File: src/rtl/mlp_layer_sequencer.sv
// Layer sequencer for mlp_compute_datapath. It runs one neuron at a time and streams
// 8-lane input/weight chunks, then captures each activated neuron result.
module mlp_layer_sequencer #(
  parameter  int MAX_INPUTS  = 64,
  parameter  int MAX_NEURONS = 32,
  localparam int DATA_W      = 8,
  localparam int COEF_W      = 8
) (
  input  logic                                          clk,
  input  logic                                          rst_n,
  input  logic                                          start,
  input  logic [$clog2(MAX_INPUTS):0]                   num_inputs,
  input  logic [$clog2(MAX_NEURONS):0]                  num_neurons,
  input  logic [1:0]                                    act_type,
  output logic                                          busy,
  output logic                                          done,
  output logic [$clog2(MAX_INPUTS/8)-1:0]               in_rd_addr,
  input  logic [8*DATA_W-1:0]                           in_rd_data,
  output logic [$clog2(MAX_NEURONS*(MAX_INPUTS/8))-1:0] w_rd_addr,
  input  logic [8*COEF_W-1:0]                           w_rd_data,
  output logic [$clog2(MAX_NEURONS)-1:0]                b_rd_addr,
  input  logic signed [DATA_W-1:0]                      b_rd_data,
  output logic                                          mac_enable,
  output logic                                          mac_clear,
  output logic                                          activation_enable,
  output logic [1:0]                                    activation_type,
  output logic [DATA_W-1:0]                             data_out [0:7],
  output logic [COEF_W-1:0]                             weight_out [0:7],
  output logic signed [DATA_W-1:0]                      bias_out,
  input  logic                                          mac_valid,
  input  logic                                          result_valid,
  input  logic [DATA_W-1:0]                             result_in,
  output logic                                          out_wr_en,
  output logic [$clog2(MAX_NEURONS)-1:0]                out_wr_addr,
  output logic [DATA_W-1:0]                             out_wr_data
);

  localparam int LANES      = 8;
  localparam int CHUNKS_MAX = MAX_INPUTS / LANES;
  localparam int NI_W       = $clog2(MAX_INPUTS) + 1;
  localparam int NN_W       = $clog2(MAX_NEURONS) + 1;
  localparam int NA_W       = $clog2(MAX_NEURONS);
  localparam int WA_W       = $clog2(MAX_NEURONS * CHUNKS_MAX);
  localparam int CA_W       = $clog2(CHUNKS_MAX);
  localparam int CC_W       = CA_W + 1;

  typedef enum logic [3:0] {
    S_IDLE, S_CLEAR, S_FETCH, S_ISSUE, S_DRAIN, S_ACT, S_WAIT_RES, S_WRITE, S_DONE
  } state_t;

  state_t           state;
  logic [NI_W-1:0]  n_in;
  logic [NN_W-1:0]  n_neu;
  logic [CC_W-1:0]  chunks;
  logic [CC_W-1:0]  chunk;
  logic [CC_W-1:0]  vcount;
  logic [NA_W-1:0]  neuron;
  logic [LANES-1:0] lane_ok;
  logic [NI_W:0]    ceil_sum;

  assign ceil_sum = {1'b0, num_inputs} + (NI_W+1)'(LANES - 1);

  function automatic logic [WA_W-1:0] w_addr(input logic [NA_W-1:0] n, input logic [CC_W-1:0] c);
    return WA_W'(n) * WA_W'(CHUNKS_MAX) + WA_W'(c);
  endfunction

  // Lanes are only live during the issue cycle; lanes past the fan-in read as zero.
  always_comb begin
    for (int l = 0; l < LANES; l++) begin
      data_out[l]   = '0;
      weight_out[l] = '0;
      if (mac_enable && lane_ok[l]) begin
        data_out[l]   = in_rd_data[DATA_W*l +: DATA_W];
        weight_out[l] = w_rd_data[COEF_W*l +: COEF_W];
      end
    end
  end

  always_ff @(posedge clk or negedge rst_n) begin
    if (!rst_n) begin
      state             <= S_IDLE;
      busy              <= 1'b0;
      done              <= 1'b0;
      mac_clear         <= 1'b0;
      mac_enable        <= 1'b0;
      activation_enable <= 1'b0;
      out_wr_en         <= 1'b0;
      activation_type   <= '0;
      in_rd_addr        <= '0;
      w_rd_addr         <= '0;
      b_rd_addr         <= '0;
      bias_out          <= '0;
      out_wr_addr       <= '0;
      out_wr_data       <= '0;
      n_in              <= '0;
      n_neu             <= '0;
      chunks            <= '0;
      chunk             <= '0;
      vcount            <= '0;
      neuron            <= '0;
      lane_ok           <= '0;
    end else begin
      done              <= 1'b0;
      mac_clear         <= 1'b0;
      mac_enable        <= 1'b0;
      activation_enable <= 1'b0;
      out_wr_en         <= 1'b0;

      // MAC returns are counted regardless of state so none are lost during ISSUE/FETCH.
      if (busy && mac_valid && (vcount < chunks))
        vcount <= vcount + CC_W'(1);

      unique case (state)
        S_IDLE: begin
          if (start) begin
            n_in            <= num_inputs;
            n_neu           <= num_neurons;
            activation_type <= act_type;
            chunks          <= CC_W'(ceil_sum >> $clog2(LANES));
            neuron          <= '0;
            busy            <= 1'b1;
            if (num_inputs == '0 || num_neurons == '0) begin
              state <= S_DONE;
              done  <= 1'b1;
            end else begin
              state     <= S_CLEAR;
              mac_clear <= 1'b1;
              b_rd_addr <= '0;
            end
          end
        end
        S_CLEAR: begin
          chunk      <= '0;
          vcount     <= '0;
          in_rd_addr <= '0;
          w_rd_addr  <= w_addr(neuron, '0);
          state      <= S_FETCH;
        end
        S_FETCH: begin
          if (chunk == '0)
            bias_out <= b_rd_data;
          for (int l = 0; l < LANES; l++)
            lane_ok[l] <= (NI_W'(chunk) * NI_W'(LANES) + NI_W'(l)) < n_in;
          mac_enable <= 1'b1;
          state      <= S_ISSUE;
        end
        S_ISSUE: begin
          chunk <= chunk + CC_W'(1);
          if (chunk == chunks - CC_W'(1)) begin
            state <= S_DRAIN;
          end else begin
            in_rd_addr <= CA_W'(chunk + CC_W'(1));
            w_rd_addr  <= w_addr(neuron, chunk + CC_W'(1));
            state      <= S_FETCH;
          end
        end
        S_DRAIN: begin
          if (vcount == chunks) begin
            activation_enable <= 1'b1;
            state             <= S_ACT;
          end
        end
        S_ACT: begin
          state <= S_WAIT_RES;
        end
        S_WAIT_RES: begin
          if (result_valid) begin
            out_wr_data <= result_in;
            out_wr_addr <= neuron;
            out_wr_en   <= 1'b1;
            state       <= S_WRITE;
          end
        end
        S_WRITE: begin
          if (NN_W'(neuron) == n_neu - NN_W'(1)) begin
            done  <= 1'b1;
            state <= S_DONE;
          end else begin
            neuron    <= neuron + NA_W'(1);
            b_rd_addr <= neuron + NA_W'(1);
            mac_clear <= 1'b1;
            state     <= S_CLEAR;
          end
        end
        S_DONE: begin
          busy  <= 1'b0;
          state <= S_IDLE;
        end
        default: state <= S_IDLE;
      endcase
    end
  end

endmodule

File: config.mk
export PLATFORM = sky130hd
export DESIGN_NAME = mlp_layer_sequencer
export DESIGN_NICKNAME = d
export VERILOG_FILES = /design/src/rtl/mlp_layer_sequencer.sv
export SDC_FILE = /design/constraint.sdc
export NUM_CORES = 1
export LEC_CHECK = 0
export ABC_AREA = 1
export ABC_CLOCK_PERIOD_IN_PS = 2180
export CAP_MARGIN = 5
export CORE_AREA = 2 2 132 134
export CTS_BUF_LIST = sky130_fd_sc_hd__clkbuf_4
export DETAILED_ROUTE_END_ITERATION = 8
export DIE_AREA = 0 0 134 136
export GPL_TIMING_DRIVEN = 1
export PLACE_DENSITY = 0.71
export SYNTH_ARGS = -nofsm -noshare
export SYNTH_HDL_FRONTEND = slang
export SYNTH_SLANG_ARGS = --single-unit
File: constraint.sdc
create_clock -name clk -period 2.18 [get_ports clk]
set_clock_uncertainty 0.2 [all_clocks]
set_input_delay 0.545 -clock clk [delete_from_list [all_inputs] [get_ports clk]]
set_output_delay 0.545 -clock clk [all_outputs]
set_load 0.01 [all_outputs]
==> summary.md, run 1 <==
| Metric | Value |
|---|---|
| Synth Cell Area | `between 5000 and 6000 um^2` |
| Worst skew pair latency | `around 0.46 ns` |
| Failing checks | `setup timing` |
| R2r startpoint | `chunk[0]$_DFFE_PN0P_` |
| Vias/cell | `roughly 4.5` |
| CP peak stage delay | `about 0.48 ns` |
| Count leader, synth | `inv_1` |
| Initial Util | `0.3138` |
| PnR worst setup slack | `-0.1901 ns` |
| Crit path launch type | `register` |
| DRC viols | `0` |
| Final Setup Violations | `128` |
| WHS Path Cells | `2` |
| MaxCap Viol Count | `0` |
| Crit path depth | `6` |
| Hold endpoint | `activation_type[0]$_DFFE_PN0P_` |
| Clock Sinks | `84` |
| DP HPWL | `~15 mm` |
| Fin. max-slew vios | `0` |
| Setup Crit Path Kind | `register to output port` |
| Layout cells sized above 1 | `0.3244` |
| Routed Antenna Nets | `0` |
| Slew margin rel. | `0.7529` |
| Die width | `roughly 130 um` |
| Floorplan core area | `approximately 17000 um^2` |
| Total clock buffers created by CTS | `9` |
| Die height | `around 140 um` |
| Crit path max-delay family | `buffers and inverters` |
| Mean Syn Cell Area | `6.986 um^2` |
| First-pass GRT wire length | `29.67 mm` |
| P_leak | `approximately 5.7 nW` |
| Final hold viol count | `0` |
| CP max FO | `6` |
| Switch share | `0.4438` |
| Drt pass-1 iters | `5` |
| Number of core rows | `48` |
| Worst-path clk slew | `~0.14 ns` |
| Worst Hold Class | `register to register` |
| Crit path max-delay cell type | `dfrtp_2` |
| Hold Startpoint | `activation_type[0]$_DFFE_PN0P_` |
| Total number of vias | `a little over 6000` |
| Gr usage total | `0.2074` |
| Final Core Density | `0.6076` |
| GRT overflow | `0` |
| Ports | `337` |
| RR Endpoint | `w_rd_addr[7]$_DFFE_PN0P_` |
| Clock power share | `0.089` |
| Minimum clock period | `2.370 ns` |
| Maximum VDD drop | `about 470 uV` |
| Setup WS pre-CTS | `-0.4223 ns` |
| Syn Nets | `between 900 and 1000` |
| Flop pwr share | `0.237` |
| WL/cell | `approximately 15 um` |
| Final nets | `1329` |
| Status | `finished, violations left` |
| CP Capture Type | `output port` |
| DIE AREA | `18220 um^2` |
| H-tree levels | `3` |
| CP Launch Point | `mac_enable$_DFF_PN0_` |
| RSZ-0062 raised after global routing | `true` |
| Commonest cells post-synth | `174 x inv_1, 152 x nor2_1, 150 x nand2_1` |
| Peak Freq | `around 420 MHz` |
| Leading area contributor after synthesis | `dfrtp_1` |
| Buffer depth of the longest clock path | `2` |
| Cell Int Power | `~6.0 mW` |
| Period utilization | `1.087` |
| Final Wtd Congestion | `around 0.90` |
| Worst slew pin tran | `between 0.3 and 0.4 ns` |
| Syn Inst Count | `approximately 760` |
| Final WL | `~21 mm` |
| Async SR Flop Fraction | `1.000` |
| Worst reg-to-reg setup slack | `between 0.2 and 0.25 ns` |
| CTS root buf | `clkbuf_4` |
| Top FF cell, synth | `dfrtp_1` |
| Sw Pwr | `around 4.8 mW` |
| Post-synthesis register bit count | `84` |
| Reg2reg path depth | `7` |
| Worst EP arrival | `1.63 ns` |
| Synth unique cells | `39` |
| Number of synthesized flops with an enable pin | `0` |
| Synth top area share | `0.3970` |
| Bufs and invs on worst path | `4` |
| Crit path cell chain | `buf_4 -> buf_6 -> nand2_8 -> buf_12 -> nor2_1 -> buf_2` |
| Yosys warns | `0` |
| Sequential area share after synthesis | `0.3970` |
| CTS tree | `done` |
| Antenna violations before repair | `2` |
| Synthesis-to-finish area growth | `93.64%` |
| Pin count of the biggest net entering global routing | `34` |
| Logic gate share of total power | `0.674` |
| Top cells by area, synth | `dfrtp_1 40%, inv_1 12%, nor2_1 11%, nand2_1 11%, ha_1 4.0%` |
| Vias in the first global route | `between 5000 and 6000` |
| Worst endpoint required time | `around 1.4 ns` |
| PD cells | `1051 nW/um^2` |
| Port Buf Inserts | `approximately 340` |
| Starting DRC count in detailed routing | `between 100 and 150` |
==> power groups by stage <==
stage	Sequential (mW)	Combinational, mW	Clock [mW]
after floorplan	2.56	3.11	0
after global placement	2.51	5.86	0
after detailed placement	2.53	5.95	0
after CTS	2.55	6.30	1.01
after global routing	2.63	7.88	1.08
final	2.55	7.26	0.963
==> layout by cell type, fill, tap and decap left out, drive strengths merged <==
cell type,synthesis,routed
clkdlybuf4s50,0,166
nand4,7,7
dfrtp,84,84
or2,2,2
o31ai,2,2
nor3,4,4
nor2,161,161
dlymetal6s2s,0,28
buf,10,190
o21bai,1,1
mux2,8,8
diode,0,2
clkbuf,9,11
o21ai,46,46
xor2,7,7
dlygate4sd3,0,1
o211ai,2,2
dlygate4sd2,0,12
clkinvlp,0,1
a21o,2,2
o311ai,1,1
bufinv,0,1
o22ai,2,2
nand3,33,33
a21oi,7,7
inv,187,189
ha,17,17
a211oi,1,1
nand2,158,158
xnor2,6,6
clkinv,1,3
==> timing repair <==
action,CTS,global route
endpoints found under the setup margin,142,156
endpoints found under the hold margin,24,0
pin swaps,6,8
gates resized for setup,560,302
setup buffers,17,15
hold buffers,1,0
gates cloned,7,0
==> layout make-up <==
cell class	instances	area (um^2)
timing repair buffer	398	3966
multi-input combinational	467	3042
fill	1503	6623
inverter	188	708.2
clock inverter	6	72.57
sequential	84	2103
tap	225	281.5
antenna	2	5.005
clock buffer	10	75.07
==> cell families after synthesis <==
| group | count (synthesis) | synth area share |
|---|---|---|
| compound gates | 64 | 0.07207 |
| flops | 84 | 0.3970 |
| mux | 8 | 0.02269 |
| buf+inv | 207 | 0.1538 |
| simple gates | 365 | 0.2928 |
| fa+ha+maj | 17 | 0.04017 |
| xor+xnor | 13 | 0.02150 |
==> worst min-delay path, delay by kind of cell (launching register included) <==
family        cells  cell delay [ns]
flops             1             0.37
simple gates      2             0.09
==> how the worst max path moves through the flow <==
stage / slack [ns] / end
after floorplan: 0.26 / data_out[0]
after global placement: -0.44 / weight_out[13]
after detailed placement: -0.42 / weight_out[43]
after CTS: -0.25 / weight_out[1]
after global routing: -0.29 / data_out[42]
final: -0.19 / data_out[42]
==> layer usage <==
metal,vias up,GRT usage,wire length (um)
met5,-,0,0
met4,0,0.04137,207
met3,22,0.05630,1411
met2,192,0.3764,11110
met1,2945,0.2463,8179
li1,3035,-,-
==> sequential cells by signal, indices dropped and copies added, names as in the netlist <==
signal and flops:
out_wr_addr 5, mac_enable 1, out_wr_data 8, n_neu 6
state 4, chunk 4, out_wr_en 1, n_in 7
chunks 4, activation_enable 1, bias_out 8, in_rd_addr 2
lane_ok 8, busy 1, mac_clear 1, done 1
vcount 4, activation_type 2, w_rd_addr 6, neuron 5
b_rd_addr 5
==> per-stage QoR <==
stage          TNS [ns]  std cells  power (mW)  hold WS (ns)  area (um^2)
2_1_floorplan         0        758       5.661       0.04941         5295
3_3_place_gp     -30.60       1323       8.372        0.2546         9079
3_5_place_dp     -31.72       1323       8.483        0.2619         9079
4_1_cts          -18.46       1363       9.857        0.2937         9266
5_1_grt          -25.45       1380       11.58        0.3151        10250
6_report         -11.98       1380       10.78        0.2825        10250
Power figures use the tool's default switching activity.
==> inputs of run 2 (changes only) <==
CAP_MARGIN = 20   (was 5)
==> results of run 2 <==
Same layout as run 1: the final DEF is identical, and so are final timing and power.
==> inputs of run 3 (changes only) <==
REMOVE_ABC_BUFFERS = 1   (was not set)
==> run 3 against run 2 <==
Net effect: the flow still finishes with violations (setup timing); count of clock-buffer cells in the layout shrank 1; sequential share of layout area grew 0.67 points; total power shrank 4.5%; critical endpoint is now data_out[55].
==> summary.md, run 3 (synthesized netlist as in run 1, its figures left out) <==
| Metric | Value |
|---|---|
| Status | `finished, violations left (unchanged)` |
| Failing checks | `setup timing (unchanged)` |
| Die height | `136 um (unchanged)` |
| Final nets | `1313 (was 1329)` |
| Floorplan core area | `16880 um^2 (unchanged)` |
| Most frequent cells in the layout | `185 x clkdlybuf4s50_1, 174 x inv_1, 142 x nand2_1 (was 174 x inv_1, 166 x clkdlybuf4s50_1, 142 x nand2_1)` |
| Drt pass-1 iters | `4 (was 5)` |
| Commonest non-fill, non-tap cell in the layout | `clkdlybuf4s50_1 (was inv_1)` |
| Port Buf Inserts | `336 (unchanged)` |
| WL/cell | `15.57 um (was 15.15 um)` |
| Final Setup Violations | `107 (was 128)` |
| Pin count of the biggest net entering global routing | `48 (was 34)` |
| GRT overflow | `0 (unchanged)` |
| Met1 usage | `0.2870 (was 0.2463)` |
| Worst Hold Class | `primary input to asynchronous set/reset pin (was register to register)` |
| Final Core Density | `0.5884 (was 0.6076)` |
| CTS root buf | `clkbuf_4 (unchanged)` |
| Final WL | `21.21 mm (was 20.91 mm)` |
| Clock power share | `0.084 (was 0.089)` |
| Number of core rows | `48 (unchanged)` |
| PD cells | `1036 nW/um^2 (was 1051 nW/um^2)` |
| Minimum clock period | `2.297 ns (was 2.370 ns)` |
| Total number of vias | `5990 (was 6194)` |
| DIE AREA | `18220 um^2 (unchanged)` |
| Peak Freq | `435.3 MHz (was 421.9 MHz)` |
| Worst skew pair latency | `0.45 ns (was 0.46 ns)` |
| Most used routing layer | `met2 (unchanged)` |
| # diodes | `0 (was 2)` |
| Vias/cell | `4.398 (was 4.488)` |
| Buffer depth of the longest clock path | `2 (unchanged)` |
| Fin. max-slew vios | `0 (unchanged)` |
| CP Capture Type | `output port (unchanged)` |
| Synthesis-to-finish area growth | `87.52% (was 93.64%)` |
| CP max FO | `6 (unchanged)` |
| Routed Antenna Nets | `0 (unchanged)` |
| Maximum VDD drop | `448.3 uV (was 470.8 uV)` |
| Logic gate share of total power | `0.666 (was 0.674)` |
| RSZ-0062 raised after global routing | `true (unchanged)` |
| GR Layer Usage met3 | `0.07122 (was 0.05630)` |
| Switch share | `0.4560 (was 0.4438)` |
| Worst EP arrival | `1.55 ns (was 1.63 ns)` |
| Antenna violations before repair | `0 (was 2)` |
| MaxCap Viol Count | `0 (unchanged)` |
| DRC viols | `0 (unchanged)` |
| Slew margin rel. | `0.7752 (was 0.7529)` |
| Flop pwr share | `0.250 (was 0.237)` |
| Met2 Use GR | `0.3701 (was 0.3764)` |
| Period utilization | `1.054 (was 1.087)` |
| Crit path launch type | `register (unchanged)` |
| Worst-path clk slew | `0.14 ns (about the same)` |
| Worst slew pin tran | `0.3330 ns (was 0.3706 ns)` |
| DP HPWL | `16.46 mm (was 15.21 mm)` |
| PnR worst setup slack | `-0.1170 ns (was -0.1901 ns)` |
| Sw Pwr | `4.692 mW (was 4.784 mW)` |
| Total clock buffers created by CTS | `9 (unchanged)` |
| Starting DRC count in detailed routing | `220 (was 149)` |
| Largest regs | `bias_out x8, lane_ok x8, out_wr_data x8 (unchanged)` |
| Ports | `337 (unchanged)` |
| Final Wtd Congestion | `0.9124 (was 0.9011)` |
| Vias in the first global route | `5696 (was 5627)` |
| Die width | `134 um (unchanged)` |
| Final hold viol count | `0 (unchanged)` |
| P_leak | `5.428 nW (was 5.710 nW)` |
| Setup Crit Path Kind | `register to output port (unchanged)` |
| Clock Sinks | `84 (unchanged)` |
| Gr usage total | `0.2217 (was 0.2074)` |
| Worst endpoint required time | `1.43 ns (about the same)` |
| H-tree levels | `3 (unchanged)` |
| First-pass GRT wire length | `31.28 mm (was 29.67 mm)` |
| Cell Int Power | `5.598 mW (was 5.995 mW)` |
| CTS tree | `done (unchanged)` |
| Initial Util | `0.3138 (unchanged)` |
| Layout cells sized above 1 | `0.3052 (was 0.3244)` |
| WHS | `0.2674 ns (was 0.2825 ns)` |
run 3: power by group through the flow:
| stage | Sequential, mW | Clock [mW] | Combinational [mW] |
|---|---|---|---|
| 2_1_floorplan | 2.58 | 0 | 2.93 |
| 3_3_place_gp | 2.52 | 0 | 5.93 |
| 3_5_place_dp | 2.53 | 0 | 6.02 |
| 4_1_cts | 2.57 | 0.888 | 6.11 |
| 5_1_grt | 2.64 | 0.965 | 7.47 |
| 6_report | 2.57 | 0.866 | 6.85 |
run 3: final cells by class:
cell class	count	area, um^2
Clock inverter	7	57.56
Clock buffer	9	67.56
Fill cell	1546	6947
Timing Repair Buffer	382	3719
Sequential cell	84	2103
Multi-Input combinational cell	467	2993
Tap cell	225	281.5
Inverter	188	708.2
run 3: metrics by stage:
step / TNS (ns) / cells / power, mW / cell area (um^2) / worst slack [ns]
floorplan: 0 / 739 / 5.513 / 5189 / 0.3056
global placement: -32.92 / 1333 / 8.451 / 9129 / -0.4431
detailed placement: -33.75 / 1333 / 8.552 / 9129 / -0.4720
CTS: -10.58 / 1356 / 9.569 / 9071 / -0.1207
global route: -16.57 / 1362 / 11.08 / 9930 / -0.1941
finish: -7.026 / 1362 / 10.29 / 9930 / -0.1170
run 3: path summary, 6_finish.rpt:
check	endpoint	slack, ns	depth (start not counted)	from
setup / recovery	data_out[55]	-0.12	5	mac_enable$_DFF_PN0_
hold / removal	done$_DFF_PN0_	0.27	2	rst_n
setup reg to reg	neuron[3]$_DFFE_PN0P_	0.21	9	n_neu[0]$_DFFE_PN0P_
hold reg to reg	activation_type[1]$_DFFE_PN0P_	0.29	2	activation_type[1]$_DFFE_PN0P_
max in group asynchronous	neuron[3]$_DFFE_PN0P_	1.04	3	rst_n
min in group clk	activation_type[1]$_DFFE_PN0P_	0.29	2	activation_type[1]$_DFFE_PN0P_
run 3: critical path: stages (launching register included):
cell	delay [ns]
dfrtp_2	0.48
buf_12	0.17
nand2_8	0.08
clkbuf_16	0.19
nor2_4	0.09
buf_6	0.10
run 3: per-layer routing:
metal / vias up / part of all wire
met5: - / 0
met4: 0 / 0.011
met3: 21 / 0.095
met2: 219 / 0.48
met1: 2760 / 0.41
li1: 2990 / -
run 3: timing repair:
item | CTS | global route
resized for setup | 626 | 199
pin swaps | 4 | 4
endpoints found under the setup margin | 132 | 149
cloned | 3 | 1
endpoints found under the hold margin | 84 | 0
buffers inserted | 5 | 7
hold buffers | 1 | 0
